==> src/rtl/alu_serial_seq.sv <==
// alu_serial_seq: bit-serial sequencer driving one external 1-bit ALU slice, LSB first
module alu_serial_seq #(
    parameter int WIDTH = 32
) (
    input  logic             clk,
    input  logic             reset,
    input  logic             in_valid,
    output logic             in_ready,
    input  logic [WIDTH-1:0] in_a,
    input  logic [WIDTH-1:0] in_b,
    input  logic [2:0]       in_op,
    output logic             slice_a,
    output logic             slice_bin,
    output logic             slice_cin,
    output logic             slice_less,
    output logic [2:0]       slice_op,
    input  logic             slice_result,
    input  logic             slice_cout,
    input  logic             slice_set,
    output logic             out_valid,
    input  logic             out_ready,
    output logic [WIDTH-1:0] out_result,
    output logic             out_zero,
    output logic             out_overflow
);
    localparam int IW = $clog2(WIDTH);

    typedef enum logic [1:0] {IDLE, RUN, DONE} state_t;

    state_t           state, next_state;
    logic [WIDTH-1:0] a_q, b_q, result_q;
    logic [2:0]       op_q;
    logic [IW-1:0]    count;
    logic             carry, cin_msb, cout_msb;
    // set once the MSB has been processed; RUN keeps one settle cycle before DONE
    logic             tail;
    logic             active, last, accept;

    assign accept = (state == IDLE) && in_valid;
    assign active = (state == RUN) && !tail;
    assign last   = count == IW'(WIDTH - 1);

    // state register
    always_ff @(posedge clk) begin
        if (reset) state <= IDLE;
        else       state <= next_state;
    end

    // next-state logic
    always_comb begin
        next_state = state;
        case (state)
            IDLE:    if (in_valid) next_state = RUN;
            RUN:     if (tail) next_state = DONE;
            DONE:    if (out_ready) next_state = IDLE;
            default: next_state = IDLE;
        endcase
    end

    // outputs: handshake, slice drive (zero outside active bit cycles) and result flags
    always_comb begin
        in_ready     = state == IDLE;
        out_valid    = state == DONE;
        slice_a      = active & a_q[count];
        slice_bin    = active & b_q[count];
        slice_cin    = active & carry;
        slice_less   = 1'b0;
        slice_op     = active ? op_q : 3'b000;
        out_result   = result_q;
        out_zero     = result_q == '0;
        out_overflow = (op_q[1:0] == 2'b10) & (cin_msb ^ cout_msb);
    end

    // operand capture at the handshake, then one result bit and carry per RUN cycle
    always_ff @(posedge clk) begin
        if (reset) begin
            a_q      <= '0;
            b_q      <= '0;
            op_q     <= '0;
            result_q <= '0;
            count    <= '0;
            carry    <= 1'b0;
            cin_msb  <= 1'b0;
            cout_msb <= 1'b0;
            tail     <= 1'b0;
        end else if (accept) begin
            a_q      <= in_a;
            b_q      <= in_b;
            op_q     <= in_op;
            result_q <= '0;
            count    <= '0;
            carry    <= in_op[2];
            cin_msb  <= 1'b0;
            cout_msb <= 1'b0;
            tail     <= 1'b0;
        end else if (active) begin
            result_q[count] <= slice_result;
            carry           <= slice_cout;
            count           <= count + 1'b1;
            if (last) begin
                cin_msb  <= carry;
                cout_msb <= slice_cout;
                tail     <= 1'b1;
                // SLT: bit 0 takes the raw sign of a-b from the MSB slice
                if (op_q[1:0] == 2'b11) result_q[0] <= slice_set;
            end
        end
    end
endmodule

==> config.mk <==
export PLATFORM = sky130hd
export DESIGN_NAME = alu_serial_seq
export DESIGN_NICKNAME = d
export VERILOG_FILES = /design/src/rtl/alu_serial_seq.sv
export SDC_FILE = /design/constraint.sdc
export NUM_CORES = 1
export LEC_CHECK = 0
export ABC_AREA = 1
export ABC_CLOCK_PERIOD_IN_PS = 4340
export CAP_MARGIN = 40
export CORE_MARGIN = 3
export CORE_UTILIZATION = 24
export DETAILED_ROUTE_END_ITERATION = 10
export PLACE_DENSITY_LB_ADDON = 0.2
export SYNTH_ARGS = -nofsm -noshare
export SYNTH_HDL_FRONTEND = slang
export SYNTH_SLANG_ARGS = --single-unit
==> constraint.sdc <==
create_clock -name clk -period 4.34 [get_ports clk]
set_input_delay 0.434 -clock clk [delete_from_list [all_inputs] [get_ports clk]]
set_output_delay 0.434 -clock clk [all_outputs]
set_load 0.05 [all_outputs]
# After elaboration in Yosys (flattened, before gate mapping)
# Index checks and enable logic that the tools add are counted.
# op_classes
magnitude_cmp	2
mux	16
n_addsub	1
n_bitwise	5
reduce_logical	10
eq_ne	8
# op_table
op	count
$bwmux 32	1
$logic_not 32->1	1
$bmux 1 s5	2
$mux 1	7
$eq 2x2->1 const B	3
$lt 5x6->1 const B	1
$mux 2	3
$pmux 2 s3	1
$add 5x1->5 const B	1
$demux 1 s5	1
$eq 5x5->1 const B	1
$ge 5x1->1 const B	1
$and 1x1->1	4
$ne 2x2->1 const B	2
$logic_and 1x1->1	3
$mux 3	1
$reduce_and 3->1	1
$eq 2x1->1 const B	1
$logic_not 2->1	1
$ne 2x1->1 const B	1
$reduce_and 2->1	1
$reduce_bool 2->1	1
$reduce_or 2->1	1
$logic_not 1->1	1
$xor 1x1->1	1
# word_totals
out_inout_bits	43
ff_bits	110
wordCells	52
in_bits	74

# Logic depth before layout (Yosys ltp)
# Gate-level depths: netlist of run 1.
# depth
word_depth	7
ltp_mapped	10
mapped_depth_nobuf	9

# Worst setup path after synthesis of run 1
# OpenSTA, ideal clock, no wires.
# synth_path
path_type	reg-to-output
startpoint	reg count[0]
endpoint	out slice_a
stages_incl_launch_ff	11
path_buffers	2
arrival_ns	1.817
setup_slack_ns	2.089
t_required_ns	3.906
path_cell_list	dfxtp_1 > buf_2 > inv_2 > buf_2 > nand2_1 > nand3_1 > nand2_1 > nand2_1 > nand2_1 > nor2_1 > a21oi_1
# synth_via
elab_chain_len	3
# synth_rtl
item	line	source
start, declared	33	logic [IW-1:0] count;
start signal, assigned	99	count <= count + 1'b1;
$bmux 1 s5	64	slice_a = active & a_q[count];
$mux 1 (not written as such)	64	
$and 1x1->1	64	
end, declared	12	output logic slice_a,
# No other way between the ends. The select of a mux whose other input is x is not followed.

# Final worst setup path of run 1
# layout_path
startpoint	reg count[0]
endpoint	out slice_bin
# layout_via
elab_chain_len	3
# layout_rtl
item	line	source
$bmux 1 s5	65	slice_bin = active & b_q[count];
$mux 1 (not written as such)	65	
$and 1x1->1	65	
end, declared	13	output logic slice_bin,
# No other way between the ends. The select of a mux whose other input is x is not followed.

==> results of run 1 <==
==> layout make-up <==
class,instances,area share
Clock inverter,5,0.009672
Inverter,87,0.04950
Tap cell,265,0.05026
Timing Repair Buffer,122,0.1817
Multi-Input combinational cell,471,0.3368
Clock buffer,11,0.03831
Sequential cell,110,0.3338
==> registers in the layout (all words and copies together) (netlist names) <==
name,count
a_q,32
b_q,32
out_result,32
count,5
op_q,3
state,2
carry,1
cin_msb,1
cout_msb,1
tail,1
==> cell families after synthesis <==
logic type,synth area share
simple gates,0.2242
compound gates,0.2107
buf+inv,0.1059
flops,0.4458
fa+ha+maj,0.01266
other cells,0.0007591
==> metal layers <==
metal	track usage	wire length [µm]
met1	0.2000	7621
met2	0.2201	6994
met3	0.02635	783
met4	0.04989	189
met5	0	0
==> per-stage QoR <==
step	total power, µW	instance area [µm²]	util	hold WS (ns)	cells
floorplan	1327	4940	-	0.4287	709
global placement	1464	6281	0.3165	0.4429	1055
detailed placement	1465	6281	0.3165	0.4462	1055
CTS	2354	6598	0.3325	0.4587	1071
global route	2444	6598	0.3325	0.4764	1071
finish	2328	6598	0.3325	0.4574	1071
==> final timing paths <==
kind / start / to / slack (ns)
setup / recovery: count[0]$_SDFFE_PP0P_ / slice_bin / 1.59
setup reg to reg: count[0]$_SDFFE_PP0P_ / out_result[8]$_SDFFE_PP0P_ / 2.17
hold / removal: b_q[22]$_SDFFE_PP0P_ / b_q[22]$_SDFFE_PP0P_ / 0.46
hold reg to reg: b_q[22]$_SDFFE_PP0P_ / b_q[22]$_SDFFE_PP0P_ / 0.46
==> critical path, stage by stage (launching register included) <==
cell     delay [ns]
dfxtp_1        0.34
buf_4          0.33
inv_2          0.28
nand2_1        0.13
nand3_1        0.08
nand2_1        0.10
nand2_1        0.06
nand2_1        0.09
nor2_1         0.04
a21oi_1        0.24
buf_4          0.25
==> layout by cell type (no fill, tap or decap) <==
| cell type | n |
|---|---|
| dfxtp_1 | 110 |
| inv_2 | 5 |
| nand3_1 | 55 |
| a31oi_1 | 1 |
| nand2_1 | 117 |
| nor4_1 | 8 |
| inv_1 | 82 |
| conb_1 | 1 |
| o21ai_0 | 104 |
| o22ai_1 | 1 |
| a21oi_1 | 97 |
| a211oi_1 | 1 |
| clkbuf_16 | 9 |
| o211ai_1 | 2 |
| nand2_2 | 2 |
| ha_1 | 5 |
| bufinv_16 | 1 |
| clkinv_4 | 1 |
| nor2_4 | 2 |
| buf_4 | 9 |
| nor2_1 | 66 |
| clkinvlp_4 | 1 |
| nor3_1 | 2 |
| nor3_2 | 1 |
| nand4_1 | 3 |
| clkbuf_8 | 2 |
| clkdlybuf4s50_1 | 113 |
| inv_6 | 2 |
| nor2_2 | 1 |
| nand2_4 | 2 |
==> power breakdown <==
| group | total (µW) | internal, µW | switching, µW |
|---|---|---|---|
| sequential | 1090 | 1070 | 19.0 |
| clock | 891 | 485 | 406 |
| combinational | 352 | 138 | 214 |
| total | 2330 | 1690 | 639 |
==> flow_summary.toml, run 1 <==
[status]
status = "finished, final reports clean"

[clocking]
cts-root-buf = "clkbuf_16"
post_cts_buffers = 0
cts_tree = "yes"
clk_latency_ns = 0.36
path_clk_slew_ns = 0.08
postCtsHoldBufs = 0
ctsResizeCount = 0
htreeDepth = 3
cts_buffers = 9
clockBufferDepth = 2
cts_sinks = 110

[floorplanning]
rows = 51
ios = 117
dieArea_um2 = 22340
die_h_um = 149.5
dieWidth_um = 149.5
start_util = 0.2489
coreArea_um2 = 19850

[setup_path]
arrival_ns = 2.32
crit_fanout = 34
rr_worst_depth = 8
cp-end-kind = "output pin"
critical_path_class = "reg2out"
crit_required_ns = 3.91
start_kind = "flip-flop"

[layout]
fillers = 2129
diodes = 0
fin_nets = 880
area_growth_pct = 33.56
drive_gt1_frac = 0.04715
seq_area_um2 = 2202
multi_input_area_um2 = 2222

[sta]
grt_setup_unrepaired = "no"
slew_headroom = 0.5152
fmax_ghz = 0.3636
timing.final.ws_setup_ns = 1.589
worst_pin_slew_ns = 0.7246
hold_violations = 0
tns_ns = 0
fin_worst_skew_ns = 0.01065
maxSlewViolCount = 0
period_needed_ns = 2.751
finalCritPeriodShare = 0.6338
finalSetupViolations = 0

[global_route]
antenna_found_initial = 0
grt_max_degree = 75
grt-ovfl-total = 0
grt_pass1_vias = 4621
track_usage = 0.1426
grt_pass1_wl_mm = 25.02

[hold_path]
hp-class = "reg2reg"
holdPathStages = 2

[placed_design]
detailed_place_hpwl_mm = 11.24
gp_congestion = 0.7815
portBuffers = 115
place_ws_ns = 1.807

[logic_synthesis]
async_reset_ff_frac = 0
syn_nets = 788
yosysUniqueCellTypes = 28
syn_avg_cell_area_um2 = 6.967
ys_ff_latch = 110
synthTopCellsByArea = "dfxtp_1, o21ai_0, a21oi_1"
yosysWarnings = 0
synth_top_cell_by_area = "dfxtp_1"
synth_commonest_cells = "nand2_1, dfxtp_1, o21ai_0, a21oi_1, inv_1"
syn-cell-area_um2 = 4940
syn_inst = 709
synthMostInstantiatedCell = "nand2_1"
synth_edf_count = 0
yosysSeqAreaShare = 0.4458
synth_flop_cell = "dfxtp_1"
synth_top_area_share = 0.4458

[route]
vias = 4701
route.detailed.drc = 0
drt-vias-per-instance = 4.389
wirelength_mm = 15.59
first_iter_violations = 230
first_pass_iters = 4
postRouteAntennaNets = 0
detail_route.wl_per_cell_um = 14.55

[power]
power_density_nw_per_um2 = 352.9
p_leak_uw = 0.002559
ir_worst_vdd_uv = 178.9

[job]
cap_violations = 0
(Power assumes the default switching activity.)
==> run 2: changes to the inputs <==
ABC_CLOCK_PERIOD_IN_PS = 2400   (was 4340)
clock period = 2.4 ns   (was 4.34 ns; I/O delays follow)
==> run 2 against run 1 <==
Effect of this change:
- non-clock buffer count up 8
- first-iteration DRC count rose by 58%
- total power rose by 77%
- final area increased by 1.5%
- via count grew 1.1%
- sequential power increased by 80%
- critical path type unchanged
- critical endpoint is now slice_op[2]
==> flow_summary.toml, run 2 (same netlist as run 1, synthesis figures left out) <==
[status]
status = "finished, final reports clean"

[floorplanning]
ios = 117
start_util = 0.2489
dieArea_um2 = 22340
dieWidth_um = 149.5
die_h_um = 149.5
coreArea_um2 = 19850
rows = 51

[layout]
layout_commonest_cell = "nand2_1"
finalCoreUtilization = 0.3375
area_growth_pct = 35.59
drive_gt1_frac = 0.06150
fin_nets = 888
mostFrequentLayoutCells = "nand2_1, dfxtp_1, clkdlybuf4s50_1, o21ai_0, a21oi_1"
diodes = 0

[sta]
tns_ns = 0
fin_worst_skew_ns = 0.01057
worst_pin_slew_ns = 0.5253
slew_headroom = 0.6487
fmax_ghz = 0.4348
hold_violations = 0
maxSlewViolCount = 0
finalSetupViolations = 0
period_needed_ns = 2.300
finalCritPeriodShare = 0.9583
timing.final.ws_setup_ns = 0.1001
grt_setup_unrepaired = "no"
hold_ws_ns = 0.4528

[clocking]
clockBufferDepth = 2
post_cts_buffers = 0
cts_buffers = 9
postCtsHoldBufs = 0
path_clk_slew_ns = 0.08
cts_tree = "yes"
ctsResizeCount = 0
clk_latency_ns = 0.36
cts-root-buf = "clkbuf_16"
htreeDepth = 3
cts_sinks = 110

[power]
seqPwrFrac = 0.475
switching_power_uw = 1118
pwr-share-clk = 0.365
ir_worst_vdd_uv = 280.4
power_frac_comb = 0.160
power.internal_uw = 3008
power_density_nw_per_um2 = 616.1
p_leak_uw = 0.002618
p_sw_frac = 0.2711

[route]
drt-vias-per-instance = 4.408
postRouteAntennaNets = 0
detail_route.wl_per_cell_um = 14.38
vias = 4752
wirelength_mm = 15.50
route.detailed.drc = 0
first_pass_iters = 5
first_iter_violations = 363

[setup_path]
start_kind = "flip-flop"
crit_chain = "inv_1 > nor2_2 > nand2_4 > nor2_1 > clkdlybuf4s50_1"
cp_top_family = "buffers and inverters"
max_stage_delay_ns = 0.82
rrSetupSlack_ns = 0.61
arrival_ns = 2.06
crit_fanout = 19
crit_slowest_cell = "clkdlybuf4s50_1"
rr_worst_depth = 7
rr_startpoint = "count[0]$_SDFFE_PP0P_"
cp-end-kind = "output pin"
critical_path_class = "reg2out"
reg2reg_to = "out_result[16]$_SDFFE_PP0P_"
crit_required_ns = 2.16
path_buf_inv = 2

[placed_design]
place_ws_ns = 0.4825
gp_congestion = 0.8110
portBuffers = 115
detailed_place_hpwl_mm = 11.21

[global_route]
track_usage = 0.1412
grt_pass1_vias = 4625
grt-ovfl-total = 0
grt_max_degree = 71
grt_pass1_wl_mm = 24.94
antenna_found_initial = 0

[hold_path]
hp-class = "reg2reg"
hold_end = "a_q[1]$_SDFFE_PP0P_"
min-delay-start = "a_q[1]$_SDFFE_PP0P_"
holdPathStages = 2

[job]
cap_violations = 0
run 2: changes by cell type in the layout (fill, tap and decap cells not counted), moves of 2 or more:
cell,before,now
inv_6,2,0
clkbuf_8,2,0
clkdlybuf4s50_1,113,109
buf_12,0,6
buf_4,9,15
clkinv_2,0,2
run 2: how the worst max path moves through the flow:
stage,start,end,slack [ns],cells after the start
2_1_floorplan,count[0]$_SDFFE_PP0P_,slice_a,0.34,10
3_3_place_gp,state[0]$_SDFFE_PP0P_,slice_op[2],0.48,5
3_5_place_dp,state[0]$_SDFFE_PP0P_,slice_op[2],0.48,5
4_1_cts,state[0]$_SDFFE_PP0P_,slice_op[2],0.07,5
5_1_grt,count[3]$_SDFFE_PP0P_,slice_bin,0.006,8
6_report,state[0]$_SDFFE_PP0P_,slice_op[2],0.10,5
run 2: worst reg2reg max path, cell delays in order (launching register included):
cell,delay (ns)
dfxtp_1,0.34
inv_2,0.36
ha_1,0.25
inv_1,0.08
nor2_4,0.20
inv_1,0.16
o21ai_0,0.20
a21oi_1,0.08
run 2: layout make-up:
| class | instances | area [µm²] |
|---|---|---|
| Sequential cell | 110 | 2202 |
| Tap cell | 265 | 331.6 |
| Fill cell | 2135 | 13150 |
| Multi-Input combinational cell | 471 | 2225 |
| Clock inverter | 5 | 60.06 |
| Timing Repair Buffer | 130 | 1324 |
| Inverter | 87 | 326.6 |
| Clock buffer | 10 | 229.0 |
run 2: power by group through the flow:
stage               registers (µW)  logic (µW)  clock network (µW)
finish                        1960         661                1510
global route                  1970         755                1630
CTS                           1960         673                1560
detailed placement            2000         670                   0
global placement              2000         666                   0
floorplan                     2000         399                   0
run 2: layer usage:
metal | routed length (µm) | part of all wire | track usage | up-vias
met3 | 650 | 0.042 | 0.02514 | 13
met5 | 0 | 0 | 0 | -
met1 | 7645 | 0.49 | 0.1996 | 2127
li1 | - | - | - | 2514
met4 | 242 | 0.016 | 0.04668 | 0
met2 | 6962 | 0.45 | 0.2181 | 98
run 2: per-stage QoR:
| stage | area, µm² | instances | power, µW |
|---|---|---|---|
| 2_1_floorplan | 4940 | 709 | 2399 |
| 3_3_place_gp | 6406 | 1063 | 2668 |
| 3_5_place_dp | 6406 | 1063 | 2673 |
| 4_1_cts | 6695 | 1078 | 4195 |
| 5_1_grt | 6698 | 1078 | 4356 |
| 6_report | 6698 | 1078 | 4126 |
==> run 3: changes to the inputs <==
CTS_CLUSTER_SIZE = 12   (was unset)
HOLD_SLACK_MARGIN = 0.05   (was unset)
==> results of run 3 <==
No change in the layout: final DEF, timing and power equal those of run 2.
